### config.mk
export PLATFORM = sky130hd
export DESIGN_NAME = mem_bus_arbiter
export DESIGN_NICKNAME = d
export VERILOG_FILES = /design/src/rtl/mem_bus_arbiter.sv
export SDC_FILE = /design/constraint.sdc
export NUM_CORES = 1
export LEC_CHECK = 0
export BUFFER_PORTS_ARGS = -buffer_cell sky130_fd_sc_hd__buf_2
export CORE_AREA = 4 4 142 144
export DETAILED_ROUTE_END_ITERATION = 10
export DIE_AREA = 0 0 146 148
export PLACE_DENSITY_LB_ADDON = 0.15
export RECOVER_POWER = 25
export SLEW_MARGIN = 20
export SYNTH_ARGS = -nofsm -noshare
export SYNTH_HDL_FRONTEND = slang
export SYNTH_SLANG_ARGS = --single-unit
### constraint.sdc
create_clock -name clk -period 3.3 [get_ports clk]
set_input_delay 0.66 -clock clk [delete_from_list [all_inputs] [get_ports clk]]
set_output_delay 0.66 -clock clk [all_outputs]
set_load 0.005 [all_outputs]
### src/rtl/mem_bus_arbiter.sv
// rtl/mem_bus_arbiter.sv - two-port (fetch/data) arbiter onto a RAM region and an IO region
// ARB_ROUND_ROBIN_EN selects round-robin arbitration; otherwise data has fixed priority over fetch.
`timescale 1ns/1ps
module mem_bus_arbiter #(
    parameter int RAM_LATENCY = 1,
    parameter int CNT_W       = 4
) (
    input  logic        clk,
    input  logic        rst,
    input  logic        i_req,
    input  logic [29:0] i_addr,
    output logic        i_gnt,
    output logic        i_rvalid,
    output logic [31:0] i_rdata,
    output logic        i_err,
    input  logic        d_req,
    input  logic        d_we,
    input  logic [3:0]  d_be,
    input  logic [29:0] d_addr,
    input  logic [31:0] d_wdata,
    output logic        d_gnt,
    output logic        d_rvalid,
    output logic [31:0] d_rdata,
    output logic        d_err,
    output logic        ram_req,
    output logic        ram_we,
    output logic [3:0]  ram_be,
    output logic [29:0] ram_addr,
    output logic [31:0] ram_wdata,
    input  logic [31:0] ram_rdata,
    output logic        io_req,
    output logic        io_we,
    output logic [3:0]  io_be,
    output logic [29:0] io_addr,
    output logic [31:0] io_wdata,
    input  logic        io_ready,
    input  logic [31:0] io_rdata
);

    typedef enum logic [2:0] {
        IDLE,
        RAM_ISSUE,
        RAM_WAIT,
        IO_WAIT,
        IO_RESP,
        ERR_RESP
    } state_t;

    state_t             state_q, state_d;
    logic               owner_q, owner_d;   // 1 = data port owns the bus
    logic               we_q, we_d;
    logic [3:0]         be_q, be_d;
    logic [29:0]        addr_q, addr_d;
    logic [31:0]        wdata_q, wdata_d;
    logic [CNT_W-1:0]   cnt_q, cnt_d;
    logic [31:0]        rdata_q, rdata_d;

    logic               win_d;              // 1 = data port wins this IDLE cycle
    logic [29:0]        sel_addr;
    logic               rvalid;
    logic               resp_err;
    logic [31:0]        resp_data;

`ifdef ARB_ROUND_ROBIN_EN
    logic               rr_ptr_q, rr_ptr_d; // 1 = data preferred on contention

    always_comb begin
        win_d    = d_req && (!i_req || rr_ptr_q);
        rr_ptr_d = rr_ptr_q;
        if (state_q == IDLE && (i_req || d_req)) begin
            rr_ptr_d = ~win_d;
        end
    end

    always_ff @(posedge clk or posedge rst) begin
        if (rst) begin
            rr_ptr_q <= 1'b0;
        end else begin
            rr_ptr_q <= rr_ptr_d;
        end
    end
`else
    always_comb begin
        win_d = d_req;
    end
`endif

    assign sel_addr = win_d ? d_addr : i_addr;

    always_comb begin
        state_d   = state_q;
        owner_d   = owner_q;
        we_d      = we_q;
        be_d      = be_q;
        addr_d    = addr_q;
        wdata_d   = wdata_q;
        cnt_d     = cnt_q;
        rdata_d   = rdata_q;
        i_gnt     = 1'b0;
        d_gnt     = 1'b0;
        rvalid    = 1'b0;
        resp_err  = 1'b0;
        resp_data = 32'h0;
        ram_req   = 1'b0;
        io_req    = 1'b0;
        case (state_q)
            IDLE: begin
                if (i_req || d_req) begin
                    d_gnt   = win_d;
                    i_gnt   = ~win_d;
                    owner_d = win_d;
                    addr_d  = sel_addr;
                    we_d    = win_d ? d_we : 1'b0;
                    be_d    = win_d ? d_be : 4'hF;
                    wdata_d = win_d ? d_wdata : 32'h0;
                    if (sel_addr[29:26] == 4'h0) begin
                        state_d = RAM_ISSUE;
                    end else if (sel_addr[29:14] == 16'hF000) begin
                        state_d = IO_WAIT;
                    end else begin
                        state_d = ERR_RESP;
                    end
                end
            end
            RAM_ISSUE: begin
                ram_req = 1'b1;
                cnt_d   = CNT_W'(RAM_LATENCY);
                state_d = RAM_WAIT;
            end
            RAM_WAIT: begin
                if (cnt_q == CNT_W'(1)) begin
                    rvalid    = 1'b1;
                    resp_data = ram_rdata;
                    state_d   = IDLE;
                end else begin
                    cnt_d = cnt_q - CNT_W'(1);
                end
            end
            IO_WAIT: begin
                io_req = 1'b1;
                if (io_ready) begin
                    rdata_d = we_q ? 32'h0 : io_rdata;
                    state_d = IO_RESP;
                end
            end
            IO_RESP: begin
                rvalid    = 1'b1;
                resp_data = rdata_q;
                state_d   = IDLE;
            end
            ERR_RESP: begin
                rvalid   = 1'b1;
                resp_err = 1'b1;
                state_d  = IDLE;
            end
            default: begin
                state_d = IDLE;
            end
        endcase
    end

    always_ff @(posedge clk or posedge rst) begin
        if (rst) begin
            state_q <= IDLE;
            owner_q <= 1'b0;
            we_q    <= 1'b0;
            be_q    <= 4'h0;
            addr_q  <= 30'h0;
            wdata_q <= 32'h0;
            cnt_q   <= '0;
            rdata_q <= 32'h0;
        end else begin
            state_q <= state_d;
            owner_q <= owner_d;
            we_q    <= we_d;
            be_q    <= be_d;
            addr_q  <= addr_d;
            wdata_q <= wdata_d;
            cnt_q   <= cnt_d;
            rdata_q <= rdata_d;
        end
    end

    // Both slaves see the latched command; only the strobes qualify it.
    assign ram_we    = we_q;
    assign ram_be    = be_q;
    assign ram_addr  = addr_q;
    assign ram_wdata = wdata_q;
    assign io_we     = we_q;
    assign io_be     = be_q;
    assign io_addr   = addr_q;
    assign io_wdata  = wdata_q;

    assign i_rvalid = rvalid & ~owner_q;
    assign i_err    = resp_err & ~owner_q;
    assign i_rdata  = (rvalid & ~owner_q) ? resp_data : 32'h0;
    assign d_rvalid = rvalid & owner_q;
    assign d_err    = resp_err & owner_q;
    assign d_rdata  = (rvalid & owner_q) ? resp_data : 32'h0;

endmodule

# After elaboration in Yosys (flattened, before gate mapping)
# Cells that the tools add are included.
# op_classes
n_addsub	1
mul	0
div	0
order_cmp	0
n_eq_ne	11
shift	0
n_mux	26
n_bitwise	6
reduce_logical	9
# op_table
operator	n
$mux W32	5
$pmux W32 S2	1
$mux W30	1
$eq A16 B16 Y1 const B	1
$mux W3	5
$pmux W3 S4	1
$mux W1	9
$mux W4	2
$ne A2 B2 Y1 const B	4
$pmux W4 S2	1
$eq A3 B2 Y1 const B	2
$eq A3 B3 Y1 const B	2
$reduce_and A2 Y1	3
$and A1 B1 Y1	4
$eq A4 B1 Y1 const B	1
$logic_not A4 Y1	1
$sub A4 B1 Y4 const B	1
$eq A3 B1 Y1 const B	1
$logic_not A3 Y1	1
$reduce_and A3 Y1	1
$not A1 Y1	2
$pmux W1 S2	1
$reduce_bool A2 Y1	1
$reduce_or A2 Y1	1
$logic_or A1 B1 Y1	1
# totals
regBits	107
latchBits	0
mem_bits_rw	0
rom_bits	0
input_bits	166
out_inout_bits	206
word_cells	61
memories	0

# Depth between registers and ports, before layout
# Gate-level depths: netlist of the first run.
# depth
word_depth	6
depth_mapped	8
depth_no_buf	6

# Worst setup path after synthesis of the first run
# No wires, ideal clock.
# synth_path
kind	reg-to-output
startpoint	register cnt_q[1]
endpoint	output port d_rdata[10]
t_arrival_ps	1588
required_time_ps	2640
path_slack_ps	1052
stages_incl_launch_ff	9
n_path_buf	2
path_cell_list	dfrtp_1 inv_1 ha_1 or3b_4 nor2b_2 buf_6 o21ai_4 buf_6 nor2_1
# synth_between
elab_chain_len	5
elab_cells_between_ends	7
cone_classes	1 x eq/ne; 5 x mux; 1 x bitwise
# synth_rtl
element	line_no	source
start: declaration	55	logic [CNT_W-1:0] cnt_q, cnt_d;
start signal: assignment	179	cnt_q <= cnt_d;
$eq A4 B1 Y1 (*)	131	if (cnt_q == CNT_W'(1)) begin
$mux W1	131	
$pmux W1 S2	106	case (state_q)
$and A1 B1 Y1	199	assign d_rdata = (rvalid & owner_q) ? resp_data : 32'h0;
$mux W32 (*)	199	
end: declaration	23	output logic [31:0] d_rdata,
# Every way passes the cells marked *; elsewhere a longest branch is shown, timed or not.

# Worst setup path in the final report of the first run
# layout_path
startpoint	register cnt_q[1]
endpoint	output port i_rdata[18]
# layout_between
elab_chain_len	5
elab_cells_between_ends	7
cone_classes	1 x eq/ne; 5 x mux; 1 x bitwise
# layout_rtl
element	line_no	source
$eq A4 B1 Y1 (*)	131	
$mux W1	131	
$pmux W1 S2	106	
$and A1 B1 Y1	196	assign i_rdata = (rvalid & ~owner_q) ? resp_data : 32'h0;
$mux W32 (*)	196	
end: declaration	14	output logic [31:0] i_rdata,
# Marked as above.

==> summary.md, run 1 <==
| Metric | Value |
|---|---|
| Status | finished, violations left |
| Failing checks | capacitance limit, slew limit |
| Synth top area cells | dfrtp_1 (47%), buf_4 (9.0%), o21ai_0 (5.5%) |
| PortBufs | 371 |
| Post-route core utilization | 40.2% |
| Slew of the pin with the lowest slew margin | 1520 ps |
| All-layer global routing usage | approximately 17% |
| Final Non-Filler Cells | 1128 |
| TritonCTS clock tree | yes |
| Final Skew | 11.0 ps |
| Post-DRT Antenna Nets | 0 |
| Register clock-pin slew on the reported worst setup and hold paths | 80 ps |
| Synth Cell Area | 5730 µm² |
| Die width | ~150 µm |
| DR iter-0 viols | 225 |
| Simple-gate share of the synthesized area | between 10% and 20% |
| Final hold viol count | 0 |
| Pins Over Slew Limit | between 60 and 70 |
| Async SR Flop Fraction | between 90% and 100% |
| Hold_ws | approximately 490 ps |
| Setup Fix Bufs, Post-CTS | 0 |
| Vias in the first global route | ~5000 |
| GPL Wtd Cong | between 0.7 and 0.8 |
| Post-synth net total | just under 800 |
| Worst setup path class | register to output port |
| First drt pass iteration count | 4 |
| Initial antenna violation count | 2 |
| Register area share after synthesis | around 47% |
| Vias | 5163 |
| Synthesized area per cell | 9.49 µm² |
| Post_cts resized | 0 |
| Fin crit period | about 3000 ps |
| Dominant synthesized flop cell | dfrtp_1 |
| Die Y-Extent | ~150 µm |
| Post-synthesis mux area share | 5.24% |
| Final setup viols | 0 |
| Die area | about 22000 µm² |
| RSZ-0062 raised after global routing | no |
| Startpoint Class | register |
| Row count | 50 |
| Min-Delay Path Class | register to register |
| Synth warn | 0 |
| Post-synthesis compound-gate area fraction | 17.2% |
| Share of cells above drive strength 1 | 45.4% |
| CTS root buffer | clkbuf_16 |
| #FFs+latches synth | around 110 |
| Drc violations | 0 |
| Leakage power | between 4 and 5 nW |
| Wire per inst | approximately 17 µm |
| Final period util | about 90% |
| Post-synthesis xor/xnor area fraction | 0.306% |
| Power density cells | between 700 and 800 nW/µm² |
| Largest family of logic cells by synthesized area | compound AO/OA/AOI/OAI gates |
| IO Pins | around 370 |
| Final setup TNS | 0 ps |
| First-pass GRT wire length | about 29000 µm |
| Initial Util | between 30% and 40% |
| Worst VDD drop | roughly 0.34 mV |
| Worst skew pair latency | about 350 ps |
| CTS buffer count | 9 |
| Vias per cell | between 4 and 5 |
| Placed Cells | 1111 |
| CTS Buffer Depth | 2 |
| Setup crit end kind | output port |
| Max_slew headroom | -1.35% |
| Worst endpoint required time | 2640 ps |
| Routed WL | 18800 µm |
| CTS Sinks | 107 |
| Cts hold-fix bufs | 0 |
| Top-count cell post-synth | dfrtp_1 |
| Adder-Cell Fraction of Synth Area | less than 1% |
| Layout area overhead | 31.1% |
| Commonest cells post-synth | dfrtp_1 (107), nand2_1 (70), nor2_1 (70) |
| DPL Wire Length | around 15000 µm |
| Largest net degree at the start of global routing | 94 |
| Core area | around 19000 µm² |
| Peak fanout along the critical path | 33 |
| Grt ovf | 0 |
| Post-Syn Instances | slightly above 600 |
| Maxcap violations | 1 |
| Max Fclk | about 0.33 GHz |
| Netlist cell types | 42 |
| Area share of the largest cell type after synthesis | around 47% |
| EDFF count, synth | 0 |
| Layout Nets | between 1000 and 1500 |
| Worst EP arrival | 2390 ps |
| Yosys top cell by area | dfrtp_1 |
| CTS H-Tree Depth | 3 |
==> cell type report <==
cell class | count | area (µm²)
clock buffer | 12 | 246
timing repair buffer | 381 | 1950
multi-input combinational | 380 | 2270
tap | 234 | 293
clock inverter | 4 | 32.5
fill | 1949 | 11200
antenna | 1 | 2.50
sequential | 107 | 2680
inverter | 9 | 35.0
==> metal layers <==
layer  share of wire [%]  global-route usage [%]  routed length [µm]
met2                  49                    28.4                9120
met1                  42                    20.3                7800
met4                 1.5                    5.08                 285
met5               0.037                       0                   7
met3                 8.3                    4.94                1570
==> metrics by stage <==
step | cell area (µm²) | setup slack (ps) | total power [mW]
2_1_floorplan | 5740 | 1050 | 4.24
5_1_grt | 7510 | 118 | 6.51
3_5_place_dp | 7250 | 620 | 5.07
6_report | 7510 | 254 | 6.00
3_3_place_gp | 7250 | 632 | 5.05
4_1_cts | 7530 | 227 | 6.14
==> cell families (layout without fill, tap and decap cells) <==
logic type,Yosys count,count (layout)
simple gates,201,201
compound gates,145,145
buf+inv,117,406
flops,107,107
mux,30,30
fa+ha+maj,2,2
xor+xnor,2,2
other cells,0,1
==> sequential cells by signal, indices dropped and copies added (netlist names) <==
name	count
cnt_q	4
io_we	1
rdata_q	32
state_q	3
owner_q	1
io_addr	30
io_wdata	32
io_be	4
==> worst max-delay path, stage by stage, from the launching register on <==
cell and delay [ps]:
dfrtp_1 370, inv_1 110, ha_1 140, or3b_4 400, nor2b_2 320, o21bai_4 320
nor2_1 220, buf_2 140
==> report_power, final <==
group	switching, mW	total [mW]	internal [mW]
sequential	0.467	2.32	1.85
clock	0.488	1.03	0.539
combinational	1.41	2.65	1.24
==> layout by cell type (no fill, tap or decap), types with 2 or more instances in the layout <==
cell / instances
buf_2: 371
nand2b_1: 33
nor2b_1: 3
nor4b_1: 2
a22oi_1: 32
buf_12: 2
nand3_1: 4
o21ai_4: 2
a21oi_1: 3
clkinvlp_4: 2
o21ai_0: 63
buf_4: 6
clkbuf_2: 2
a22o_1: 33
clkbuf_1: 2
and3_1: 3
clkbuf_16: 9
inv_6: 2
nor2_1: 69
o22a_1: 4
inv_1: 7
xor2_1: 2
nor4_1: 5
dfrtp_1: 107
nand2_1: 69
nor3_1: 3
a21o_1: 2
mux2i_1: 30
ha_1: 2
==> worst paths after layout <==
kind | start | endpoint | slack, ps | cells after the start
hold reg to reg | rdata_q[12] | rdata_q[12] | 490 | 2
max in group asynchronous | rst | state_q[2] | 1510 | 3
setup / recovery | cnt_q[1] | i_rdata[18] | 250 | 7
min in group asynchronous | rst | io_we | 720 | 3
hold / removal | rdata_q[12] | rdata_q[12] | 490 | 2
setup reg to reg | state_q[0] | io_wdata[24] | 1450 | 5
Power figures use the tool's default switching activity.
==> inputs of run 2 (changes only) <==
--- a/config.mk
+++ b/config.mk
@@ -9,7 +9,7 @@
 export CORE_AREA = 4 4 142 144
 export DETAILED_ROUTE_END_ITERATION = 10
 export DIE_AREA = 0 0 146 148
-export PLACE_DENSITY_LB_ADDON = 0.15
+export PLACE_DENSITY = 0.71
 export RECOVER_POWER = 25
 export SLEW_MARGIN = 20
 export SYNTH_ARGS = -nofsm -noshare
==> run 2 against run 1 <==
  * The flow still finishes with violations (capacitance limit, slew limit)
  * Die area stayed put
  * Combinational power hardly changed
  * Via count is 1.2% higher
  * Clock skew increased by 1.1 ps
  * Hold slack lost 6.7 ps
  * Fmax fell by 2.8%
  * Sequential cell count stayed put
  * Clock power is essentially flat
==> summary.md, run 2 (synthesis results as in run 1) <==
| Metric | Value |
|---|---|
| Final setup TNS | 0 ps (unchanged) |
| Placed Instance Area | 7210 µm² (-0.59%) |
| Routed WL | 18300 µm (-2.6%) |
| CTS Buffer Depth | 2 (unchanged) |
| DR iter-0 viols | 144 (-36%) |
| Register clock-pin slew on the reported worst setup and hold paths | 80 ps (about the same) |
| Die area | 21600 µm² (unchanged) |
| RR Endpoint | rdata_q[16] |
| Reg2reg start | state_q[2] |
| Post_cts resized | 0 (unchanged) |
| Peak fanout along the critical path | 32 (-3.0%) |
| Switch Pwr | 2.41 mW (+1.5%) |
| RSZ-0062 raised after global routing | no |
| Most frequent cells in the layout | buf_2 (371), dfrtp_1 (107), nand2_1 (69), nor2_1 (69), o21ai_0 (63) |
| Vias in the first global route | 5197 (+3.0%) |
| TritonCTS clock tree | yes |
| Startpoint Class | register |
| Final Non-Filler Cells | 1124 (-0.35%) |
| Cts hold-fix bufs | 0 (unchanged) |
| Worst skew pair latency | 350 ps (about the same) |
| GPL Wtd Cong | 0.838 (+11%) |
| Critical-path top delay cell | or3b_4 |
| All-layer global routing usage | 16.3% (-0.36 points) |
| M1 WL | 7370 µm (-5.4%) |
| Net Sw Frac | 40.0% (+0.57 points) |
| Row count | 50 (unchanged) |
| Status | finished, violations left |
| Metal2 WL | 9150 µm (+0.27%) |
| Maxcap violations | 1 (unchanged) |
| Hold_ws | 481 ps (-6.73 ps) |
| First drt pass iteration count | 4 (unchanged) |
| Fin area | 7480 µm² (-0.38%) |
| P_int | 3.60 mW (-0.85%) |
| Worst endpoint required time | 2640 ps (about the same) |
| Wire per inst | 16.3 µm (-2.2%) |
| Failing checks | capacitance limit, slew limit |
| Clock Power Share | 17.5% (+0.4 points) |
| Setup crit end kind | output port |
| Final period util | 94.9% (+2.6 points) |
| CTS Sinks | 107 (unchanged) |
| CTS buffer count | 9 (unchanged) |
| Design Power | 6.01 mW (about the same) |
| Worst R2R Setup Slack | 1310 ps (-140 ps) |
| Placed Cells | 1107 (-0.36%) |
| Worst VDD drop | 0.413 mV (+20%) |
| Leakage power | 4.08 nW (-0.25%) |
| CP delay by family, top | simple AND/OR/NAND/NOR gates |
| Max_slew headroom | -55.4% (-54 points) |
| Slew of the pin with the lowest slew margin | 2330 ps (+811 ps) |
| Hold_sp | rdata_q[3] |
| Die width | 146 µm (unchanged) |
| Share of cells above drive strength 1 | 45.2% (-0.13 points) |
| Pins Over Slew Limit | 108 (+74%) |
| Final Skew | 12.1 ps (+1.11 ps) |
| Flop pwr share | 38.8% (about the same) |
| Worst EP arrival | 2470 ps (+80 ps) |
| Die Y-Extent | 148 µm (unchanged) |
| Fill count | 1889 (-3.1%) |
| Hold depth | 2 (unchanged) |
| Drc violations | 0 (unchanged) |
| Min-Delay Path Class | register to register |
| Hold EP | rdata_q[3] |
| Initial Util | 30.6% (unchanged) |
| Final setup viols | 0 (unchanged) |
| R2R cell count | 4 (-1) |
| Initial antenna violation count | 1 (-1) |
| PortBufs | 371 (unchanged) |
| Core area | 18700 µm² (unchanged) |
| CTS H-Tree Depth | 3 (unchanged) |
| Dpl ws | 464 ps (-157 ps) |
| Uppermost layer routed | met4 |
| Vias per cell | 4.65 (+1.6%) |
| Largest net degree at the start of global routing | 108 (+15%) |
| Power density cells | 803 nW/µm² (+0.47%) |
| Layout Nets | 1052 (-0.38%) |
| Vias | 5227 (+1.2%) |
| Grt ovf | 0 (unchanged) |
| Post-route core utilization | 40.0% (-0.15 points) |
| Comb pwr share | 43.7% (-0.5 points) |
| CP max stage delay | 400 ps (about the same) |
| Worst setup margin | 167 ps (-87.0 ps) |
| CTS root buffer | clkbuf_16 |
| Worst setup path class | register to output port |
| Commonest non-fill, non-tap cell in the layout | buf_2 |
| IO Pins | 372 (unchanged) |
| Fin crit period | 3130 ps (+87.0 ps) |
| First element of the critical path | cnt_q[1] |
| First-pass GRT wire length | 28100 µm (-1.7%) |
| Worst path cell trace | inv_1 > ha_1 > or3b_4 > nor2b_2 > buf_6 > a22oi_1 > nor2_1 > buf_2 |
| Crit path buf inv count | 3 (+1) |
| Max Fclk | 0.319 GHz (-2.8%) |
| Post-DRT Antenna Nets | 0 (unchanged) |
| Final hold viol count | 0 (unchanged) |
| Met3 WL | 1410 µm (-10%) |
| Layout area overhead | 30.6% |
| Setup Fix Bufs, Post-CTS | 0 (unchanged) |
| DPL Wire Length | 14300 µm (-3.4%) |
[run 2: changes by cell type in the layout (fill, tap and decap cells not counted), sizes merged]
cell      delta
clkinvlp     -2
clkinv       +4
buf          -3
clkbuf       -4
inv          +1
[run 2: worst register-to-register path, stage by stage, from the launching register on]
cell and delay, ps:
dfrtp_1 490, and3b_1 370, nand2_2 590, nand2_1 280
o21ai_0 110
[run 2: worst max path at each step]
| stage | endpoint | slack (ps) | cells past startpoint |
|---|---|---|---|
| after detailed placement | d_rdata[30] | 460 | 8 |
| after global placement | d_rdata[21] | 510 | 8 |
| after CTS | d_rdata[30] | 60 | 8 |
| after floorplan | d_rdata[10] | 1050 | 8 |
| after global routing | d_rdata[30] | 30 | 8 |
| final | d_rdata[30] | 170 | 8 |
[run 2: area by class of cell]
class | count | area [µm²] | share of cell area [%]
Timing Repair Buffer | 377 | 1910 | 25.6
Clock buffer | 9 | 225 | 3.01
Antenna cell | 1 | 2.50 | 0.0334
Inverter | 9 | 37.5 | 0.502
Tap cell | 234 | 293 | 3.91
Clock inverter | 7 | 60.1 | 0.803
Multi-Input combinational cell | 380 | 2270 | 30.4
Sequential cell | 107 | 2680 | 35.8
[run 2: metal layers]
metal	up-vias	global-route usage [%]
met4	0	6.11
met2	243	28.4
met5	-	0
li1	2563	-
met1	2401	19.5
met3	20	3.95
[run 2: power by group through the flow]
| stage | Sequential, mW | Clock [mW] | Combinational, mW |
|---|---|---|---|
| floorplan | 2.24 | 0 | 2.00 |
| global placement | 2.34 | 0 | 2.63 |
| detailed placement | 2.35 | 0 | 2.69 |
| CTS | 2.34 | 1.10 | 2.68 |
| global route | 2.43 | 1.14 | 2.94 |
| finish | 2.33 | 1.05 | 2.63 |
